File: src/rtl/MIDI.sv
// MIDI message definitions shared between the message decoder and the voice
// allocator. Only the status nibble and the two 7-bit data bytes are carried;
// the channel has already been filtered upstream.
package MIDI;

    localparam logic [3:0] NOTE_OFF       = 4'h8;
    localparam logic [3:0] NOTE_ON        = 4'h9;
    localparam logic [3:0] CONTROL_CHANGE = 4'hB;

    typedef struct packed {
        logic [3:0] message_type;
        logic [6:0] data_byte1;
        logic [6:0] data_byte2;
    } message_t;

endpackage

File: src/rtl/voice_allocator.sv
// voice_allocator
// Polyphonic voice scheduler. Takes decoded NOTE_ON / NOTE_OFF / CONTROL_CHANGE
// messages and maps notes onto NUM_VOICES voice slots: retrigger of an already
// sounding note, otherwise the lowest free voice, otherwise the oldest voice is
// stolen. Handles damper pedal (CC 64) hold and all-notes-off (CC 123).
//
// Ports
//   clock_50_000_000 : system clock, all logic on posedge
//   reset            : synchronous active-high reset
//   message          : decoded MIDI message (type, data byte 1, data byte 2)
//   message_ready    : single-cycle strobe, message valid this cycle
//   voice_note       : 7-bit note per voice, voice i at [i*7 +: 7]
//   voice_velocity   : 7-bit velocity per voice, voice i at [i*7 +: 7]
//   voice_gate       : per-voice gate (key or pedal held)
//   voice_trigger    : per-voice 1-cycle attack (re)start pulse
//   voice_release    : per-voice 1-cycle pulse when the gate falls
//   voice_steal      : 1-cycle pulse when a note-on stole a gated voice
//   pedal_down       : current damper pedal state
//
// All outputs are registered and reflect a message on the cycle after its
// message_ready.
module voice_allocator #(
    parameter int NUM_VOICES = 4,
    parameter int RANK_W     = $clog2(NUM_VOICES)
) (
    input  logic                      clock_50_000_000,
    input  logic                      reset,
    input  MIDI::message_t            message,
    input  logic                      message_ready,
    output logic [NUM_VOICES*7-1:0]   voice_note,
    output logic [NUM_VOICES*7-1:0]   voice_velocity,
    output logic [NUM_VOICES-1:0]     voice_gate,
    output logic [NUM_VOICES-1:0]     voice_trigger,
    output logic [NUM_VOICES-1:0]     voice_release,
    output logic                      voice_steal,
    output logic                      pedal_down
);

    localparam logic [RANK_W-1:0] OLDEST = RANK_W'(NUM_VOICES - 1);

    // Isolates the lowest set bit, giving lowest-index priority as a one-hot.
    function automatic logic [NUM_VOICES-1:0] lowest(input logic [NUM_VOICES-1:0] x);
        return x & (~x + NUM_VOICES'(1));
    endfunction

    logic is_note_on;
    logic is_note_off;
    logic is_cc_pedal;
    logic is_cc_all_off;
    logic pedal_up;

    logic pedal_reg;
    logic steal_reg;
    logic steal_next;

    logic [NUM_VOICES-1:0]        match_on;   // gated voice playing this note
    logic [NUM_VOICES-1:0]        match_off;  // gated, not pedal-held, this note
    logic [NUM_VOICES-1:0]        free_v;
    logic [NUM_VOICES-1:0]        oldest_v;
    logic [NUM_VOICES-1:0]        held_v;
    logic [NUM_VOICES-1:0]        on_sel;     // one-hot target of a note-on
    logic [NUM_VOICES-1:0]        off_sel;    // one-hot target of a note-off
    logic [NUM_VOICES*RANK_W-1:0] rank_flat;
    logic [RANK_W-1:0]            sel_rank;   // pre-update rank of on_sel voice

    // ------------------------------------------------------------------
    // Message classification
    // ------------------------------------------------------------------
    always_comb begin
        is_note_on    = message_ready
                        && (message.message_type == MIDI::NOTE_ON)
                        && (message.data_byte2 != 7'd0);
        // A note-on with zero velocity is the running-status form of note-off.
        is_note_off   = message_ready
                        && ((message.message_type == MIDI::NOTE_OFF)
                            || ((message.message_type == MIDI::NOTE_ON)
                                && (message.data_byte2 == 7'd0)));
        is_cc_pedal   = message_ready
                        && (message.message_type == MIDI::CONTROL_CHANGE)
                        && (message.data_byte1 == 7'd64);
        is_cc_all_off = message_ready
                        && (message.message_type == MIDI::CONTROL_CHANGE)
                        && (message.data_byte1 == 7'd123);
        // Only a real down-to-up transition flushes the held voices.
        pedal_up      = is_cc_pedal && pedal_reg && !message.data_byte2[6];
    end

    // ------------------------------------------------------------------
    // Voice selection on registered state
    // ------------------------------------------------------------------
    always_comb begin
        if (|match_on) begin
            on_sel = lowest(match_on);
        end else if (|free_v) begin
            on_sel = lowest(free_v);
        end else begin
            // Ranks are a permutation, so exactly one voice is oldest.
            on_sel = oldest_v;
        end
        steal_next = is_note_on && !(|match_on) && !(|free_v);
        off_sel    = lowest(match_off);

        sel_rank = '0;
        for (int i = 0; i < NUM_VOICES; i++) begin
            if (on_sel[i]) begin
                sel_rank = sel_rank | rank_flat[i*RANK_W +: RANK_W];
            end
        end
    end

    // ------------------------------------------------------------------
    // Global state
    // ------------------------------------------------------------------
    always_ff @(posedge clock_50_000_000) begin
        if (reset) begin
            pedal_reg <= 1'b0;
            steal_reg <= 1'b0;
        end else begin
            steal_reg <= steal_next;
            if (is_cc_pedal) begin
                pedal_reg <= message.data_byte2[6];
            end
        end
    end

    assign pedal_down  = pedal_reg;
    assign voice_steal = steal_reg;

    // ------------------------------------------------------------------
    // Per-voice state
    // ------------------------------------------------------------------
    genvar gi;
    generate
        for (gi = 0; gi < NUM_VOICES; gi++) begin : g_voice
            logic [6:0]        note_reg;
            logic [6:0]        vel_reg;
            logic              gate_reg;
            logic              held_reg;
            logic              trig_reg;
            logic              rel_reg;
            logic [RANK_W-1:0] rank_reg;

            assign match_on[gi]  = gate_reg && (note_reg == message.data_byte1);
            assign match_off[gi] = match_on[gi] && !held_reg;
            assign free_v[gi]    = !gate_reg;
            assign oldest_v[gi]  = (rank_reg == OLDEST);
            assign held_v[gi]    = held_reg;
            assign rank_flat[gi*RANK_W +: RANK_W] = rank_reg;

            assign voice_note[gi*7 +: 7]     = note_reg;
            assign voice_velocity[gi*7 +: 7] = vel_reg;
            assign voice_gate[gi]            = gate_reg;
            assign voice_trigger[gi]         = trig_reg;
            assign voice_release[gi]         = rel_reg;

            always_ff @(posedge clock_50_000_000) begin
                if (reset) begin
                    note_reg <= 7'd0;
                    vel_reg  <= 7'd0;
                    gate_reg <= 1'b0;
                    held_reg <= 1'b0;
                    trig_reg <= 1'b0;
                    rel_reg  <= 1'b0;
                    rank_reg <= RANK_W'(gi);
                end else begin
                    trig_reg <= 1'b0;
                    rel_reg  <= 1'b0;
                    if (is_note_on) begin
                        if (on_sel[gi]) begin
                            // Retrigger, fresh allocation and steal all land
                            // here; a stolen voice keeps its gate high and
                            // gets no release pulse.
                            note_reg <= message.data_byte1;
                            vel_reg  <= message.data_byte2;
                            gate_reg <= 1'b1;
                            held_reg <= 1'b0;
                            trig_reg <= 1'b1;
                            rank_reg <= '0;
                        end else if (rank_reg < sel_rank) begin
                            // Voices newer than the selected one age by one,
                            // keeping the ranks a permutation.
                            rank_reg <= rank_reg + RANK_W'(1);
                        end
                    end else if (is_note_off) begin
                        if (off_sel[gi]) begin
                            if (pedal_reg) begin
                                held_reg <= 1'b1;
                            end else begin
                                gate_reg <= 1'b0;
                                rel_reg  <= 1'b1;
                            end
                        end
                    end else if (is_cc_all_off) begin
                        if (gate_reg) begin
                            rel_reg <= 1'b1;
                        end
                        gate_reg <= 1'b0;
                        held_reg <= 1'b0;
                    end else if (pedal_up && held_reg) begin
                        gate_reg <= 1'b0;
                        rel_reg  <= 1'b1;
                        held_reg <= 1'b0;
                    end
                end
            end
        end
    endgenerate

    // held_v is kept as a flat view of the pedal-held voices for debug probes.
    logic unused_held;
    assign unused_held = ^held_v;

endmodule

File: config.mk
export PLATFORM = sky130hd
export DESIGN_NAME = voice_allocator
export DESIGN_NICKNAME = d
export VERILOG_FILES = /design/src/rtl/MIDI.sv /design/src/rtl/voice_allocator.sv
export SDC_FILE = /design/constraint.sdc
export NUM_CORES = 1
export LEC_CHECK = 0
export ABC_AREA = 1
export BUFFER_PORTS_ARGS = -buffer_cell sky130_fd_sc_hd__buf_2
export CORE_AREA = 2 2 107 109
export CTS_CLUSTER_SIZE = 40
export DETAILED_ROUTE_END_ITERATION = 12
export DIE_AREA = 0 0 109 111
export PLACE_DENSITY = 0.58
export SETUP_SLACK_MARGIN = 0.15
export SLEW_MARGIN = 40
export SYNTH_ARGS = -nofsm -noshare
export SYNTH_HDL_FRONTEND = slang
export SYNTH_SLANG_ARGS = --single-unit
File: constraint.sdc
create_clock -name clock_50_000_000 -period 5.2 [get_ports clock_50_000_000]
set_input_delay 0.26 -clock clock_50_000_000 [delete_from_list [all_inputs] [get_ports clock_50_000_000]]
set_output_delay 0.26 -clock clock_50_000_000 [all_outputs]
set_load 0.01 [all_outputs]
; Yosys cells after proc, flatten, opt, wreduce, memory -nomap -nowiden
; Index checks and enable logic that the tools add are counted.
; Widths: inputs -> output; s select.
[word_totals]
in_bits = 21
ff_bits = 82
word_cells = 220
out_inout_bits = 70
[op_classes]
add_sub_neg = 7
n_lt_le_gt_ge = 4
bitwise_logic = 10
n_eq_ne = 23
n_reduce_logical = 65
muxes = 81
[op_table]
columns = cell, count
row1 = $mux 1, 67
row2 = $reduce_and 4->1, 8
row3 = $eq 7x7->1, 4
row4 = $mux 2, 12
row5 = $logic_and 1x1->1, 23
row6 = $reduce_and 2->1, 8
row7 = $reduce_bool 4->1, 4
row8 = $ne 3x2->1 const B, 5
row9 = $eq 7x7->1 const B, 2
row10 = $add 4x1->4 const B, 3
row11 = $and 4x4->4, 3
row12 = $eq 4x4->1 const B, 3
row13 = $not 4->4, 3
row14 = $logic_not 1->1, 11
row15 = $add 2x1->2 const B, 4
row16 = $eq 2x2->1 const B, 4
row17 = $lt 2x2->1, 4
row18 = $mux 4, 2
row19 = $ne 2x1->1 const B, 4
row20 = $reduce_bool 2->1, 4
row21 = $reduce_or 4->1, 2
row22 = $logic_not 7->1, 1
row23 = $reduce_bool 7->1, 1
row24 = $or 2x2->2, 3
row25 = other kinds (4), 5

; Logic depth before layout (Yosys ltp)
[depth]
ltp_word = 16
mapped_depth = 21
ltp_nobuf = 19

; Worst setup path before layout
; Ideal clock, no wire load.
[synth_timing]
kind = input port to flip-flop
start = in message[9] (netlist bit)
end = reg g_voice[2].rank_reg[0]
setup_slack_ps = 2757
cell_stages = 17
path_buffers = 2
setup_time_ps = 115
t_arrival_ps = 2328
t_required_ps = 5085
path_cell_list = buf_2 -> inv_4 -> nand2_1 -> nand2_1 -> nor2_1 -> nand2_1 -> nor2_4 -> nor2_2 -> nand2_1 -> inv_1 -> buf_2 -> a221oi_1 -> ha_1 -> nand2_1 -> nand2_1 -> a21oi_1 -> nor2_1
[synth_between]
elab_chain_len = 16
elab_cells_between_ends = 24
cone_classes = add/sub (1) / order compare (1) / eq/ne (4) / mux (6) / bitwise (5) / reduce/logical (7)
[synth_rtl]
columns = element, line_no
row1 = from (decl), voice_allocator.sv:28  ; input MIDI::message_t message,
row2 = $eq 7x7->1, voice_allocator.sv:143  ; assign match_on[gi] = gate_reg && (note_reg == message.data_byte1);
row3 = $logic_and 1x1->1, voice_allocator.sv:143
row4 = $not 4->4, voice_allocator.sv:43  ; return x & (~x + NUM_VOICES'(1));
row5 = $add 4x1->4, voice_allocator.sv:43
row6 = $and 4x4->4, voice_allocator.sv:43
row7 = $mux 4 *, voice_allocator.sv:92  ; if (|match_on) begin
row8 = $mux 2, voice_allocator.sv:105  ; if (on_sel[i]) begin
row9 = $or 2x2->2, voice_allocator.sv:106  ; sel_rank = sel_rank | rank_flat[i*RANK_W +: RANK_W];
row10 = $mux 2, voice_allocator.sv:105
row11 = $or 2x2->2, voice_allocator.sv:106
row12 = $mux 2, voice_allocator.sv:105
row13 = $or 2x2->2, voice_allocator.sv:106
row14 = $mux 2, voice_allocator.sv:105
row15 = $lt 2x2->1, voice_allocator.sv:179  ; end else if (rank_reg < sel_rank) begin
row16 = $reduce_bool 2->1 (no line), --
row17 = $reduce_and 2->1 (no line), --
row18 = to (signal assigned), voice_allocator.sv:164  ; rank_reg <= RANK_W'(gi);
row19 = to (signal assigned), voice_allocator.sv:182  ; rank_reg <= rank_reg + RANK_W'(1);
row20 = to (decl), voice_allocator.sv:141  ; logic [RANK_W-1:0] rank_reg;
; Mark *: on every way between the ends. The rest lies on a longest branch, timed or not.
; A chain may end at the register's enable or synchronous reset.

; Worst setup path after layout
[layout_timing]
start = reg g_voice[1].gate_reg
end = reg g_voice[2].rank_reg[0]
[layout_between]
elab_chain_len = 14
elab_cells_between_ends = 23
cone_classes = add/sub (2) / order compare (1) / mux (7) / bitwise (7) / reduce/logical (6)
[layout_rtl]
columns = element, line_no
row1 = from (decl), voice_allocator.sv:137  ; logic gate_reg;
row2 = from (signal assigned), voice_allocator.sv:160  ; gate_reg <= 1'b0;
row3 = from (signal assigned), voice_allocator.sv:175  ; gate_reg <= 1'b1;
row4 = from (signal assigned), voice_allocator.sv:189  ; gate_reg <= 1'b0;
row5 = $logic_not 1->1, voice_allocator.sv:145  ; assign free_v[gi] = !gate_reg;
row6 = $not 4->4 or $reduce_or 4->1 (tied branches), "voice_allocator.sv:43, voice_allocator.sv:94"
row7 = $add 4x1->4 or $mux 4 (tied branches), "voice_allocator.sv:43, voice_allocator.sv:94"
row8 = $and 4x4->4 or $mux 4 (tied branches), "voice_allocator.sv:43, voice_allocator.sv:92"
row9 = $mux 4 or $mux 2 (tied branches), "voice_allocator.sv:94, voice_allocator.sv:105"
row10 = $mux 4 *, voice_allocator.sv:92
row11 = $mux 2, voice_allocator.sv:105
row12 = $or 2x2->2, voice_allocator.sv:106
row13 = $mux 2, voice_allocator.sv:105
row14 = $or 2x2->2, voice_allocator.sv:106
row15 = $mux 2, voice_allocator.sv:105
row16 = $lt 2x2->1, voice_allocator.sv:179
row17 = $reduce_bool 2->1 (no line), --
row18 = $reduce_and 2->1 (no line), --
; Marked as above.

==> metrics list <==
- Post-synth EDFFs: 0
- The floorplan has 39 rows.
- Total Negative Setup Slacks: 0 ps
- TritonCTS built the clock tree.
- Clock transition at the registers of the reported paths: roughly 70 ps
* Power density of the placed cells: around 270 mW/mm^2
* Minimum period implied by the final worst setup slack: 2960 ps
- After synthesis, the netlist uses 32 different library cells.
- Flop and latch count out of synthesis: 82
* H-tree levels: 3
* Max rail drop VDD: 0.121 mV
- The clock reaches the later pin of the worst-skew pair after 340 ps.
- The number of nets in the synthesized netlist is between 600 and 700.
- For this block, the routed nets add up to 12600 um of wire.
- In this run the most critical hold path is launched from message[6].
- The worst setup path is captured at a register.
- Hold Path Depth: 3
* Avg Inst Size Synth: between 6 and 7 um^2
- Max-cap violations in this run came to 0.
- Total clock sinks: 82
- Buffers placed on the I/O ports in this run total 90.
- Peak clock frequency supported by timing: 338 MHz
* Die footprint: 0.0121 mm^2
- Area of combinational cells with multiple inputs: 0.00215 mm^2
* Most used DFF post-synth: sky130_fd_sc_hd__dfxtp_1
- The congestion estimate from routability-driven global placement came to 0.879.
- The repair_antennas step left the layout with diodes totalling 0.
* Maximum number of pins on one net before global-route repair: 54
- Ratio of cells with drive above 1 in the final layout: 22.1%
- After layout, the worst path uses 56.9% of the clock period.
- Number of nets with antenna violations after detailed routing: 0
- For this run, the number of Yosys warnings is 0.
- Number of gates resized after CTS: 0
- For this run the aggregate overflow at the end of global routing stands at 0.
- Slew headroom: 59.4%
* Slew at the pin closest to its max-slew limit: 609 ps
- Global routing consumed, over all layers together, between 20% and 30% of the routing resources.
- TritonCTS buffer count: 9
- Global-route wire length before repair: 20100 um
- The number of setup buffers added after CTS is 0.
- Smallest hold slack: 233 ps
* Endpoint of the worst register-to-register path: g_voice[2].rank_reg[0]
- Via count of the first global-routing pass: 3992
- Antenna violations before repair: 0
- Initial core utilization: 38.6%
- Number of fill cells: 1142
- Master cell of the clock root buffer: sky130_fd_sc_hd__clkbuf_16
* Unrepaired setup endpoints after global routing: no
* Total I/O pin count: between 90 and 100
- Die H: 111 um
- After synthesis, the share of flip-flops with an asynchronous set or reset is 0%.
* Reg-to-reg slack, setup: between 2000 and 2500 ps
- Post-synthesis instance area: 0.00427 mm^2
- In the routed design, unresolved DRC markers number 0.
- Sequential fraction of the synthesis area: between 30% and 40%
- Max-slew violations: 0
* Startpoint type of the worst setup path: register
* Floorplan Core Area: 0.0111 mm^2
* Final net count: 729
- Result of the run: completed
- Synthesis produced 633 cells.
- Of all nets on the critical path, the largest fanout is 12.
- Drt first-iter violations: 262
* Maximum number of buffers from clock root to sink: 2
* Average wire length per cell after detail routing: 14.8 um
* Max stage delay on crit path: 630 ps
* Worst R2R Start: g_voice[1].gate_reg
* Estimated wirelength of the detail-placed design: 8930 um
- Count of vias placed by the detailed router: 4284
- First drt pass iteration count: 5
- Slowest cell on the critical path: sky130_fd_sc_hd__a221oi_1
- Final clock skew: 8.75 ps
- Hold_buf cts: 0
- The critical path goes through nand2_1, nor2_2, nand2_2, nor2_4, nor2_2, nand2_1, inv_1, a221oi_1, ha_1, nand2_1, nand2_1, a21oi_1, nor2_1.
- Width of the die: 109 um
- The critical path is of the register to register type.
- In the routed layout, each cell is associated on average with a via count of between 5 and 6.
* Final Setup Violations: 0
- Sequential standard cell area: between 0.0015 and 0.002 mm^2
* Number of cells on the worst reg-to-reg path: 13
* Data required, critical path: 5430 ps
* Final Hold Fails: 0
* Arrival time worst endpoint: 3190 ps
- The tightest min-delay check is of the input port to register type.
- Compared with the post-synthesis result, the final layout area differs by 16.9%.
* Leak Pwr: between 0.002 and 0.0025 uW
- Dominant cell type by count on the critical path: sky130_fd_sc_hd__nand2_1
* Worst Hold Endpoint: g_voice[1].vel_reg[6]
## power breakdown
group	leakage (uW)	switching, uW	internal (uW)
combinational	0.00153	57.6	22.5
sequential	0.000661	2.53	631
clock	0.000136	286	342
## routing by layer
layer / global-route usage, % / routed length (um)
met1: 29.7 / 5770
met4: 6.50 / 123
met3: 4.94 / 964
met2: 32.2 / 5730
met5: 0 / 0
## Yosys cell counts (10+ instances only)
cell type / count / area share, %
sky130_fd_sc_hd__a21oi_1: 60 / 7.0
sky130_fd_sc_hd__buf_2: 10 / 1.2
sky130_fd_sc_hd__buf_4: 17 / 3.0
sky130_fd_sc_hd__dfxtp_1: 82 / 38
sky130_fd_sc_hd__inv_1: 58 / 5.1
sky130_fd_sc_hd__inv_2: 15 / 1.3
sky130_fd_sc_hd__nand2_1: 160 / 14
sky130_fd_sc_hd__nand2_2: 13 / 1.9
sky130_fd_sc_hd__nand3_1: 39 / 4.6
sky130_fd_sc_hd__nor2_1: 66 / 5.8
sky130_fd_sc_hd__o21ai_0: 36 / 4.2
sky130_fd_sc_hd__o21ai_1: 13 / 1.5
## cell usage in the layout (no fill, tap or decap), types with 5 or more instances in the layout
cell | synthesis | layout
sky130_fd_sc_hd__nor2_2 | 8 | 6
sky130_fd_sc_hd__dfxtp_1 | 82 | 82
sky130_fd_sc_hd__nor2_1 | 66 | 66
sky130_fd_sc_hd__o21ai_1 | 13 | 13
sky130_fd_sc_hd__clkbuf_16 | 0 | 9
sky130_fd_sc_hd__nand3_1 | 39 | 39
sky130_fd_sc_hd__o211ai_1 | 5 | 5
sky130_fd_sc_hd__nand2_2 | 13 | 13
sky130_fd_sc_hd__ha_1 | 8 | 8
sky130_fd_sc_hd__buf_2 | 10 | 90
sky130_fd_sc_hd__a21oi_1 | 60 | 60
sky130_fd_sc_hd__inv_1 | 58 | 58
sky130_fd_sc_hd__o21ai_0 | 36 | 36
sky130_fd_sc_hd__nand2_1 | 160 | 160
sky130_fd_sc_hd__nor2_4 | 4 | 6
sky130_fd_sc_hd__nand4_1 | 8 | 8
sky130_fd_sc_hd__inv_2 | 15 | 15
sky130_fd_sc_hd__nor3_1 | 6 | 6
## layout make-up
class / count / share of cell area, %
clock inverters: 6 / 1.00
multi-input cells: 442 / 43.0
inverters: 74 / 5.61
clock buffers: 10 / 4.79
repair buffers: 91 / 9.17
well taps: 143 / 3.58
flip-flops and latches: 82 / 32.9
## how the worst max path moves through the flow
stage	startpoint	cells after the start	slack (ps)	endpoint
3_3_place_gp	message[16]	11	1960	g_voice[3].rank_reg[0]
5_1_grt	g_voice[1].gate_reg	13	1980	g_voice[2].rank_reg[0]
3_5_place_dp	message[16]	11	1800	g_voice[3].rank_reg[1]
6_report	g_voice[1].gate_reg	13	2240	g_voice[2].rank_reg[0]
4_1_cts	message[16]	11	2150	g_voice[3].rank_reg[1]
2_1_floorplan	message[9]	17	2760	g_voice[2].rank_reg[0]
## per-stage QoR
stage	instance area (um^2)	power, uW	instances	setup slack (ps)	utilization (%)
after floorplan	4270	696	633	2760	-
after global placement	4690	726	832	1960	42.4
after detailed placement	4690	726	832	1800	42.4
after CTS	4980	1350	848	2150	45.0
after global routing	4990	1380	848	1980	45.1
final	4990	1340	848	2240	45.1
## critical path: cells and delay by family, from the launching register on
family | cells | cell delay [ps]
flops | 1 | 550
simple gates | 9 | 980
compound gates | 2 | 780
fa+ha+maj | 1 | 340
buf+inv | 1 | 190
## cell families after synthesis
group,after synthesis,share of synthesized area (%)
adder cells (fa/ha/maj),8,2.34
buffers and inverters,109,11.6
AO/OA/AOI/OAI,122,15.3
AND/OR/NAND/NOR,312,32.3
flip-flops,82,38.4
(Power assumes the default switching activity.)
